**config.mk**
```make
export PLATFORM = sky130hd
export DESIGN_NAME = sme_trng_health
export DESIGN_NICKNAME = d
export VERILOG_FILES = /design/src/rtl/sme_trng_health.sv
export SDC_FILE = /design/constraint.sdc
export NUM_CORES = 1
export LEC_CHECK = 0
export ABC_AREA = 1
export ABC_CLOCK_PERIOD_IN_PS = 2000
export CAP_MARGIN = 20
export CORE_UTILIZATION = 55
export DETAILED_ROUTE_END_ITERATION = 10
export PLACE_DENSITY_LB_ADDON = 0.15
export SYNTH_ARGS = -nofsm -noshare
export SYNTH_HDL_FRONTEND = slang
export SYNTH_SLANG_ARGS = --single-unit
export TNS_END_PERCENT = 10
```
**constraint.sdc**
```tcl
create_clock -name g_clk -period 2 [get_ports g_clk]
set_clock_uncertainty 0.2 [all_clocks]
set_input_delay 0.3 -clock g_clk [delete_from_list [all_inputs] [get_ports g_clk]]
set_output_delay 0.3 -clock g_clk [all_outputs]
set_load 0.005 [all_outputs]
```
**src/rtl/sme_trng_health.sv**
```systemverilog
// Online health tests (repetition count + adaptive proportion) and output
// gating for the raw TRNG lanes feeding the SME Keccak random source.
//
// Ports:
//   g_clk, g_resetn     clock, synchronous active-low reset
//   g_clk_req           clock request (in_valid | out_valid)
//   in_valid, in_bits   raw sample, one bit per lane
//   clr_alarm           clears alarms and restarts all statistics/start-up
//   out_valid, out_bits healthy forwarded sample (single-cycle pulse)
//   alarm               sticky per-lane failure flags
//   ready               start-up complete and no alarm

module sme_trng_health #(
    parameter int NB      = 6,
    parameter int RCT_C   = 8,
    parameter int APT_W   = 64,
    parameter int APT_C   = 48,
    parameter int STARTUP = 1
) (
    input  logic          g_clk,
    input  logic          g_resetn,
    output logic          g_clk_req,
    input  logic          in_valid,
    input  logic [NB-1:0] in_bits,
    input  logic          clr_alarm,
    output logic          out_valid,
    output logic [NB-1:0] out_bits,
    output logic [NB-1:0] alarm,
    output logic          ready
);

    localparam int RW = $clog2(RCT_C + 1);
    localparam int MW = $clog2(APT_C + 1);
    localparam int WW = $clog2(APT_W);
    localparam int SW = (STARTUP > 0) ? $clog2(STARTUP + 1) : 1;

    localparam logic [RW-1:0] RUN_MAX = RW'(RCT_C);
    localparam logic [RW-1:0] RUN_ONE = RW'(1);
    localparam logic [MW-1:0] MAT_MAX = MW'(APT_C);
    localparam logic [MW-1:0] MAT_ONE = MW'(1);
    localparam logic [WW-1:0] W_LAST  = WW'(APT_W - 1);
    localparam logic [SW-1:0] S_DONE  = SW'(STARTUP);

    logic [NB-1:0][RW-1:0] run_q, run_d;
    logic [NB-1:0]         prev_q, prev_d;
    logic [NB-1:0]         ref_q, ref_d;
    logic [NB-1:0][MW-1:0] match_q, match_d;
    logic [WW-1:0]         wcnt_q, wcnt_d;
    logic [SW-1:0]         wins_q, wins_d;
    logic [NB-1:0]         alarm_q, alarm_d;
    logic                  ready_q, ready_d;
    logic                  ovld_q, ovld_d;
    logic [NB-1:0]         obits_q, obits_d;
    logic [NB-1:0]         fail;
    logic                  accept;
    logic                  wrap;

    // A clear in the same cycle as a sample discards the sample.
    assign accept = in_valid & ~clr_alarm;
    assign wrap   = (wcnt_q == W_LAST);

    always_comb begin
        run_d   = run_q;
        prev_d  = prev_q;
        ref_d   = ref_q;
        match_d = match_q;
        wcnt_d  = wcnt_q;
        wins_d  = wins_q;
        alarm_d = alarm_q;
        ready_d = ready_q;
        ovld_d  = 1'b0;
        obits_d = obits_q;
        fail    = '0;

        if (accept) begin
            wcnt_d = wrap ? '0 : wcnt_q + WW'(1);
            if (wrap && (wins_q != S_DONE)) begin
                wins_d = wins_q + SW'(1);
            end

            for (int i = 0; i < NB; i++) begin
                // run==0 only before the first sample since reset/clear.
                if (run_q[i] == '0) begin
                    run_d[i] = RUN_ONE;
                end else if (in_bits[i] == prev_q[i]) begin
                    run_d[i] = (run_q[i] == RUN_MAX) ? RUN_MAX
                                                     : run_q[i] + RUN_ONE;
                end else begin
                    run_d[i] = RUN_ONE;
                end
                prev_d[i] = in_bits[i];

                if (wcnt_q == '0) begin
                    ref_d[i]   = in_bits[i];
                    match_d[i] = MAT_ONE;
                end else if (in_bits[i] == ref_q[i]) begin
                    match_d[i] = (match_q[i] == MAT_MAX) ? MAT_MAX
                                                         : match_q[i] + MAT_ONE;
                end

                fail[i] = (run_d[i] == RUN_MAX) | (match_d[i] == MAT_MAX);
            end

            alarm_d = alarm_q | fail;
            // Gate on post-update state so the failing sample is itself
            // blocked and the window-completing sample is forwarded.
            ready_d = (wins_d == S_DONE) & ~|alarm_d;
            ovld_d  = ready_d;
            if (ready_d) begin
                obits_d = in_bits;
            end
        end
    end

    always_ff @(posedge g_clk) begin
        if (!g_resetn || clr_alarm) begin
            run_q   <= '0;
            prev_q  <= '0;
            ref_q   <= '0;
            match_q <= '0;
            wcnt_q  <= '0;
            wins_q  <= '0;
            alarm_q <= '0;
            ready_q <= 1'b0;
            ovld_q  <= 1'b0;
            obits_q <= '0;
        end else begin
            run_q   <= run_d;
            prev_q  <= prev_d;
            ref_q   <= ref_d;
            match_q <= match_d;
            wcnt_q  <= wcnt_d;
            wins_q  <= wins_d;
            alarm_q <= alarm_d;
            ready_q <= ready_d;
            ovld_q  <= ovld_d;
            obits_q <= obits_d;
        end
    end

    assign out_valid = ovld_q;
    assign out_bits  = obits_q;
    assign alarm     = alarm_q;
    assign ready     = ready_q;
    assign g_clk_req = in_valid | ovld_q;

endmodule

```
==> results of run 1 <==
logic make-up after synthesis:
group | Yosys count | synth area share (%)
simple gates | 404 | 32.11
xor+xnor | 8 | 1.209
fa+ha+maj | 26 | 5.614
buf+inv | 162 | 11.51
flops | 93 | 32.13
compound gates | 184 | 17.43
how the worst max path moves through the flow:
| stage | to | startpoint | cells past startpoint |
|---|---|---|---|
| global route | out_bits[0]$_SDFFE_PP0P_ | match_q[0]$_SDFFE_PP0P_ | 15 |
| CTS | ready$_SDFFE_PP0P_ | wcnt_q[1]$_SDFFE_PP0P_ | 14 |
| detailed placement | out_bits[1]$_SDFFE_PP0P_ | in_bits[3] | 15 |
| finish | ready$_SDFFE_PP0P_ | wcnt_q[1]$_SDFFE_PP0P_ | 13 |
| floorplan | out_bits[0]$_SDFFE_PP0P_ | wcnt_q[0]$_SDFFE_PP0P_ | 16 |
| global placement | out_bits[4]$_SDFFE_PP0P_ | in_bits[4] | 16 |
routing by layer:
metal | GRT usage (%) | part of all wire, %
met1 | 33.24 | 44
met2 | 51.89 | 49
met3 | 6.488 | 4.8
met4 | 9.759 | 1.7
met5 | 0 | 0
power groups by stage:
stage	Combinational, mW	Clock (mW)	Sequential, mW
after CTS	0.656	1.37	1.97
after global routing	0.744	1.45	1.98
after floorplan	0.390	0	2.00
after global placement	0.617	0	2.01
after detailed placement	0.646	0	2.01
final	0.673	1.34	1.97
state kept, by name, indices dropped and copies added (netlist names):
register	flops
match_q	36
run_q	24
alarm	6
out_bits	6
prev_q	6
ref_q	6
wcnt_q	6
out_valid	1
ready	1
wins_q	1
cell usage after synthesis, drive strengths merged:
master,count
nand2,206
nor2,76
clkbuf,23
nor3,3
o211ai,9
nand3,77
nor4,1
nand3b,5
o21ai,70
nor3b,1
ha,26
a21o,1
inv,129
buf,10
o21a,3
nand4,29
and3,1
a211oi,9
o211a,3
a21oi,87
xor2,3
xnor2,5
dfxtp,93
a31oi,2
or2,5
layout make-up:
class | instances | share of cell area, %
Inverter | 129 | 6.644
Tap cell | 136 | 2.335
Timing Repair Buffer | 140 | 15.78
Sequential cell | 93 | 25.89
Clock buffer | 10 | 1.888
Clock inverter | 6 | 0.9442
Multi-Input combinational cell | 622 | 46.52
stage by stage:
step	power (mW)	std cells	area, µm²	TNS, ns
after detailed placement	2.656	1117	6930	-9.688
after CTS	3.999	1133	7193	-0.6130
final	3.987	1136	7288	-0.8185
after global routing	4.174	1136	7288	-2.485
after global placement	2.623	1117	6930	-8.510
after floorplan	2.390	877	5802	0
critical path: cells and delay by family (launching register included):
| family | cells | cell delay (ns) |
|---|---|---|
| buffers and inverters | 3 | 0.39 |
| DFF | 1 | 0.35 |
| AOI/OAI and AO/OA | 1 | 0.14 |
| adders and majority gates | 1 | 0.16 |
| and+or+nand+nor | 8 | 0.81 |
timing repair:
item                       4_1_cts  5_1_grt
setup endpoints to repair       10       14
buffers inserted                 0        3
resized for setup               26       32
pin swaps                        2        4
==> impl_metrics.csv, run 1 <==
group,metric,value,unit
outcome,status,"complete, but fails checks",
outcome,violations,"setup timing",
route,drtIter0Drc,335,
worst_setup_path,path_class,"reg -> reg",
power,netSwitchingFraction,29.39,%
worst_setup_path,crit_chain,"inv_2 -> ha_4 -> nand3_4 -> buf_12 -> nand3_2 -> nand3b_1 -> nor2_1 -> nand2_1 -> nand2_2 -> nor2_8 -> buf_4 -> nand3_2 -> a21oi_2",
timing,fin_crit,2.126,ns
logic_synthesis,yosysUniqueCellTypes,39,
clock_network,numCtsBuffers,9,
hold_path,min_path_cells,3,
route,drc,0,
global_route,grtUsageTotal,28.73,%
final_layout,syn_to_final_growth,25.78,%
place,place_hpwl,11190,µm
power,clockPowerShare,33.7,%
die,rows,37,
die,dieHeight,104.6,µm
final_layout,diodes,0,
final_layout,nFillCells,863,
place,numPortBuffers,24,
timing,relSlewSlack,68.88,%
logic_synthesis,synth.top_cell.area_share,32.13,%
timing,worst_pin_slew,0.4668,ns
global_route,grt_max_degree,55,
final_layout,final_common_cell,"nand2_1",
worst_setup_path,cpPeakStageDelay,0.35,ns
power,leakage,3.345,nW
global_route,grt_antenna_before_repair,0,
worst_setup_path,worst_setup_path_end_kind,"flip-flop",
worst_setup_path,cp_data_required_time,2.12,ns
worst_setup_path,r2r_start,"wcnt_q[1]$_SDFFE_PP0P_",
die,io_pins,25,
worst_setup_path,rr_endpoint,"ready$_SDFFE_PP0P_",
place,post-place-ws,-0.5626,ns
hold_path,min_path_type,"in -> reg",
power,power_frac_comb,16.9,%
timing,worst_slack,-0.1261,ns
clock_network,clk_root_buffer_cell,"clkbuf_8",
route,route.vias.total,6162,
logic_synthesis,synth_cells,877,
worst_setup_path,r2r_cells,13,
timing,hold_viol_final,0,
logic_synthesis,yosys_warnings,0,
timing,hold-worst-slack,0.1580,ns
die,core_area,0.01028,mm²
die,initial_core_util,56.38,%
power,seqPwrFrac,49.5,%
route,firstDrtPassIters,5,
timing,timing.fmax,470.3,MHz
hold_path,min-delay-start,"in_bits[1]",
clock_network,cts_sinks,93,
place,place_congestion,0.8593,
die,die_area,0.01095,mm²
logic_synthesis,ys_ff_latch,93,
clock_network,clkLatencyLatePin,0.39,ns
die,die_w,104.6,µm
logic_synthesis,ys_seq_area_share,32.13,%
clock_network,clkTransAtPathRegs,0.10,ns
final_layout,final_cell_mix,"186 x nand2_1, 118 x inv_1, 113 x buf_4, 83 x a21oi_1, 77 x dfxtp_1",
final_layout,multiInputGateArea,0.003391,mm²
worst_setup_path,start_kind,"flip-flop",
clock_network,cts_buffer_depth,2,
final_layout,nets,1031,
route,antenna_left,0,
timing,finalSetupViolCount,8,
worst_setup_path,crit_fanout,24,
job,cap_violations,0,
power,intPower,2.815,mW
global_route,grt_remaining_overflow,0,
logic_synthesis,syn_nets,913,
worst_setup_path,worstPathArrival,2.25,ns
route,vias_per_cell,5.424,
clock_network,htreeDepth,3,
timing,drv_slew,0,
hold_path,hold_end,"ref_q[1]$_SDFFE_PP0P_",
timing,fin_crit_sh,106.3,%
clock_network,cts_hold_buf,0,
timing,rsz0062_at_grt,"true",
power,power.density,547.1,mW/mm²
global_route,grt_pass1_wl,25590,µm
route,post_drt_wl_per_cell,13.73,µm
logic_synthesis,synth.largest_area_cell,"dfxtp_1",
worst_setup_path,cp_common_cell,"nand3_2",
worst_setup_path,r2r_setup_slack,-0.13,ns
final_layout,utilization,70.92,%
power,peakVddDrop,0.4974,mV
logic_synthesis,synth_area_per_cell,6.607,µm²
logic_synthesis,syn-cell-area,0.005794,mm²
clock_network,cts_tree,"built",
logic_synthesis,netlist_top_cells_area,"dfxtp_1 32%, nand2_1 13%, inv_1 7.8%, a21oi_1 7.4%, nand3_1 6.2%",
final_layout,layout-drive-gt1-share,22.10,%
worst_setup_path,slowest_stage,"dfxtp_2",
final_layout,seq_area,0.001887,mm²
power,p_sw,1.172,mW
route,wl,15600,µm
global_route,grt_pass1_vias,5821,
Power figures use the tool's default switching activity.
==> inputs of run 2 (changes only) <==
--- a/config.mk
+++ b/config.mk
@@ -11,6 +11,7 @@
 export CORE_UTILIZATION = 55
 export DETAILED_ROUTE_END_ITERATION = 10
 export PLACE_DENSITY_LB_ADDON = 0.15
+export SKIP_CTS_REPAIR_TIMING = 1
 export SYNTH_ARGS = -nofsm -noshare
 export SYNTH_HDL_FRONTEND = slang
 export SYNTH_SLANG_ARGS = --single-unit
==> run 2 against run 1 <==
The flow still finishes with violations (setup timing). Sequential share of layout area about the same. Wire length grew 0.37%. Via count grew 0.39%. Clock power about the same. Critical endpoint unchanged.
==> impl_metrics.csv, run 2 (synthesis results as in run 1) <==
group,metric,value,unit
route,antenna_left,0,
global_route,grt_remaining_overflow,0,
timing,rsz0062_at_grt,"true",
final_layout,final_area,0.007251,mm²
global_route,grtUsageTotal,28.64,%
clock_network,clkTransAtPathRegs,0.10,ns
timing,finalSetupViolCount,8,
clock_network,clk_root_buffer_cell,"clkbuf_8",
global_route,grt_max_degree,55,
final_layout,regMostFlops,"match_q",
final_layout,final_cell_mix,"190 x nand2_1, 117 x inv_1, 110 x buf_4, 85 x a21oi_1, 84 x dfxtp_1",
place,place_hpwl,11190,µm
die,die_area,0.01095,mm²
final_layout,nFillCells,870,
worst_setup_path,cp_num_buf_inv,2,
place,place_congestion,0.8593,
route,firstDrtPassIters,5,
clock_network,htreeDepth,3,
final_layout,layout-drive-gt1-share,20.14,%
die,io_pins,25,
worst_setup_path,cpPeakStageDelay,0.35,ns
final_layout,diodes,0,
route,route.vias.total,6186,
worst_setup_path,slowest_stage,"dfxtp_1",
hold_path,min-delay-start,"in_bits[0]",
worst_setup_path,worst_setup_path_end_kind,"flip-flop",
power,power.density,550.2,mW/mm²
hold_path,min_path_type,"in -> reg",
worst_setup_path,rr_endpoint,"ready$_SDFFE_PP0P_",
final_layout,fin_cells,1134,
timing,fin_crit_sh,106.5,%
clock_network,cts_buffer_depth,2,
power,peakVddDrop,0.4979,mV
timing,finalSetupTns,-0.8697,ns
die,dieHeight,104.6,µm
global_route,grt_antenna_before_repair,0,
route,vias_per_cell,5.455,
final_layout,reg_top3,"match_q x36, run_q x24",
clock_network,cts_sinks,93,
route,drtIter0Drc,366,
timing,hold_viol_final,0,
worst_setup_path,r2r_cells,11,
outcome,violations,"setup timing",
worst_setup_path,crit_chain,"inv_1 -> ha_1 -> nand2_1 -> o21ai_0 -> a21oi_1 -> nand4_1 -> buf_4 -> nand3_2 -> nor2_4 -> nand3_2 -> a21oi_2",
power,total_power,3.989,mW
place,post-place-cells,1117,
outcome,status,"complete, but fails checks",
job,cap_violations,0,
worst_setup_path,r2r_start,"run_q[16]$_SDFFE_PP0P_",
clock_network,numCtsBuffers,9,
final_layout,nets,1029,
worst_setup_path,cp_data_required_time,2.12,ns
worst_setup_path,worstPathArrival,2.25,ns
timing,relSlewSlack,68.56,%
clock_network,cts_tree,"built",
final_layout,syn_to_final_growth,25.13,%
die,initial_core_util,56.38,%
hold_path,min_path_cells,3,
power,leakage,3.350,nW
route,post_drt_wl_per_cell,13.81,µm
route,drc,0,
route,wl,15660,µm
die,core_area,0.01028,mm²
place,dpl_cell_area,0.006930,mm²
final_layout,largest_register_ff_count,36,
place,numPortBuffers,24,
hold_path,hold_end,"ref_q[0]$_SDFFE_PP0P_",
worst_setup_path,start_kind,"flip-flop",
die,rows,37,
die,die_w,104.6,µm
clock_network,clkLatencyLatePin,0.39,ns
final_layout,final_common_cell,"nand2_1",
timing,fin_crit,2.129,ns
worst_setup_path,cp_common_cell,"nand3_2",
timing,worst_slack,-0.1294,ns
worst_setup_path,crit_fanout,7,
worst_setup_path,path_class,"reg -> reg",
global_route,grt_pass1_vias,5856,
timing,timing.fmax,469.6,MHz
timing,drv_slew,0,
timing,worst_pin_slew,0.4717,ns
worst_setup_path,crit_family,"simple AND/OR/NAND/NOR gates",
global_route,grt_pass1_wl,25480,µm
worst_setup_path,r2r_setup_slack,-0.13,ns
-- run 2: through the flow --
step                      setup slack [ns]  util, %  hold WS, ns
after floorplan                   0.001178        -       0.2304
after global placement             -0.4796    67.43       0.2383
after detailed placement           -0.5626    67.43       0.2505
after CTS                          -0.1858    69.44       0.2653
after global routing               -0.3224    70.55       0.1501
final                              -0.1294    70.55       0.1284
-- run 2: worst max-delay path by stage --
stage | from | endpoint | slack (ns) | cells past startpoint
3_5_place_dp | in_bits[3] | out_bits[1]$_SDFFE_PP0P_ | -0.56 | 15
3_3_place_gp | in_bits[4] | out_bits[4]$_SDFFE_PP0P_ | -0.48 | 16
5_1_grt | match_q[0]$_SDFFE_PP0P_ | out_bits[3]$_SDFFE_PP0P_ | -0.32 | 15
2_1_floorplan | wcnt_q[0]$_SDFFE_PP0P_ | out_bits[0]$_SDFFE_PP0P_ | 0.001 | 16
6_report | run_q[16]$_SDFFE_PP0P_ | ready$_SDFFE_PP0P_ | -0.13 | 11
4_1_cts | wcnt_q[1]$_SDFFE_PP0P_ | out_bits[5]$_SDFFE_PP0P_ | -0.19 | 14
-- run 2: worst min-delay path: stages --
cell	delay [ns]
dlymetal6s2s_1	0.17
o21ai_0	0.17
a21oi_1	0.04
-- run 2: layout make-up --
cell class	count	area, µm²	share of cell area [%]
multi-input combinational	622	3351	46.21
sequential	93	1876	25.87
timing repair buffer	138	1164	16.05
inverter	129	484.2	6.678
tap	136	170.2	2.347
clock buffer	10	137.6	1.898
clock inverter	6	68.82	0.9491
-- run 2: where the power goes --
group          leakage, nW  switching, mW  internal, mW
Combinational         2.48          0.389         0.286
Sequential           0.762         0.0616          1.91
Clock                0.109          0.719         0.623
Total                 3.35           1.17          2.82
-- run 2: metal layers --
layer,vias to the layer above,share of wire [%],track usage [%]
li1,3095,-,-
met1,2864,43,32.89
met2,195,49,51.61
met3,32,5.9,6.550
met4,0,2.2,10.46
met5,-,0,0
==> inputs of run 3 (changes only) <==
--- a/config.mk
+++ b/config.mk
@@ -11,7 +11,6 @@
 export CORE_UTILIZATION = 55
 export DETAILED_ROUTE_END_ITERATION = 10
 export PLACE_DENSITY_LB_ADDON = 0.15
-export SKIP_CTS_REPAIR_TIMING = 1
 export SYNTH_ARGS = -nofsm -noshare
 export SYNTH_HDL_FRONTEND = slang
 export SYNTH_SLANG_ARGS = --single-unit
==> results of run 3 <==
The final DEF is identical to that of run 1; final timing and power are the same.
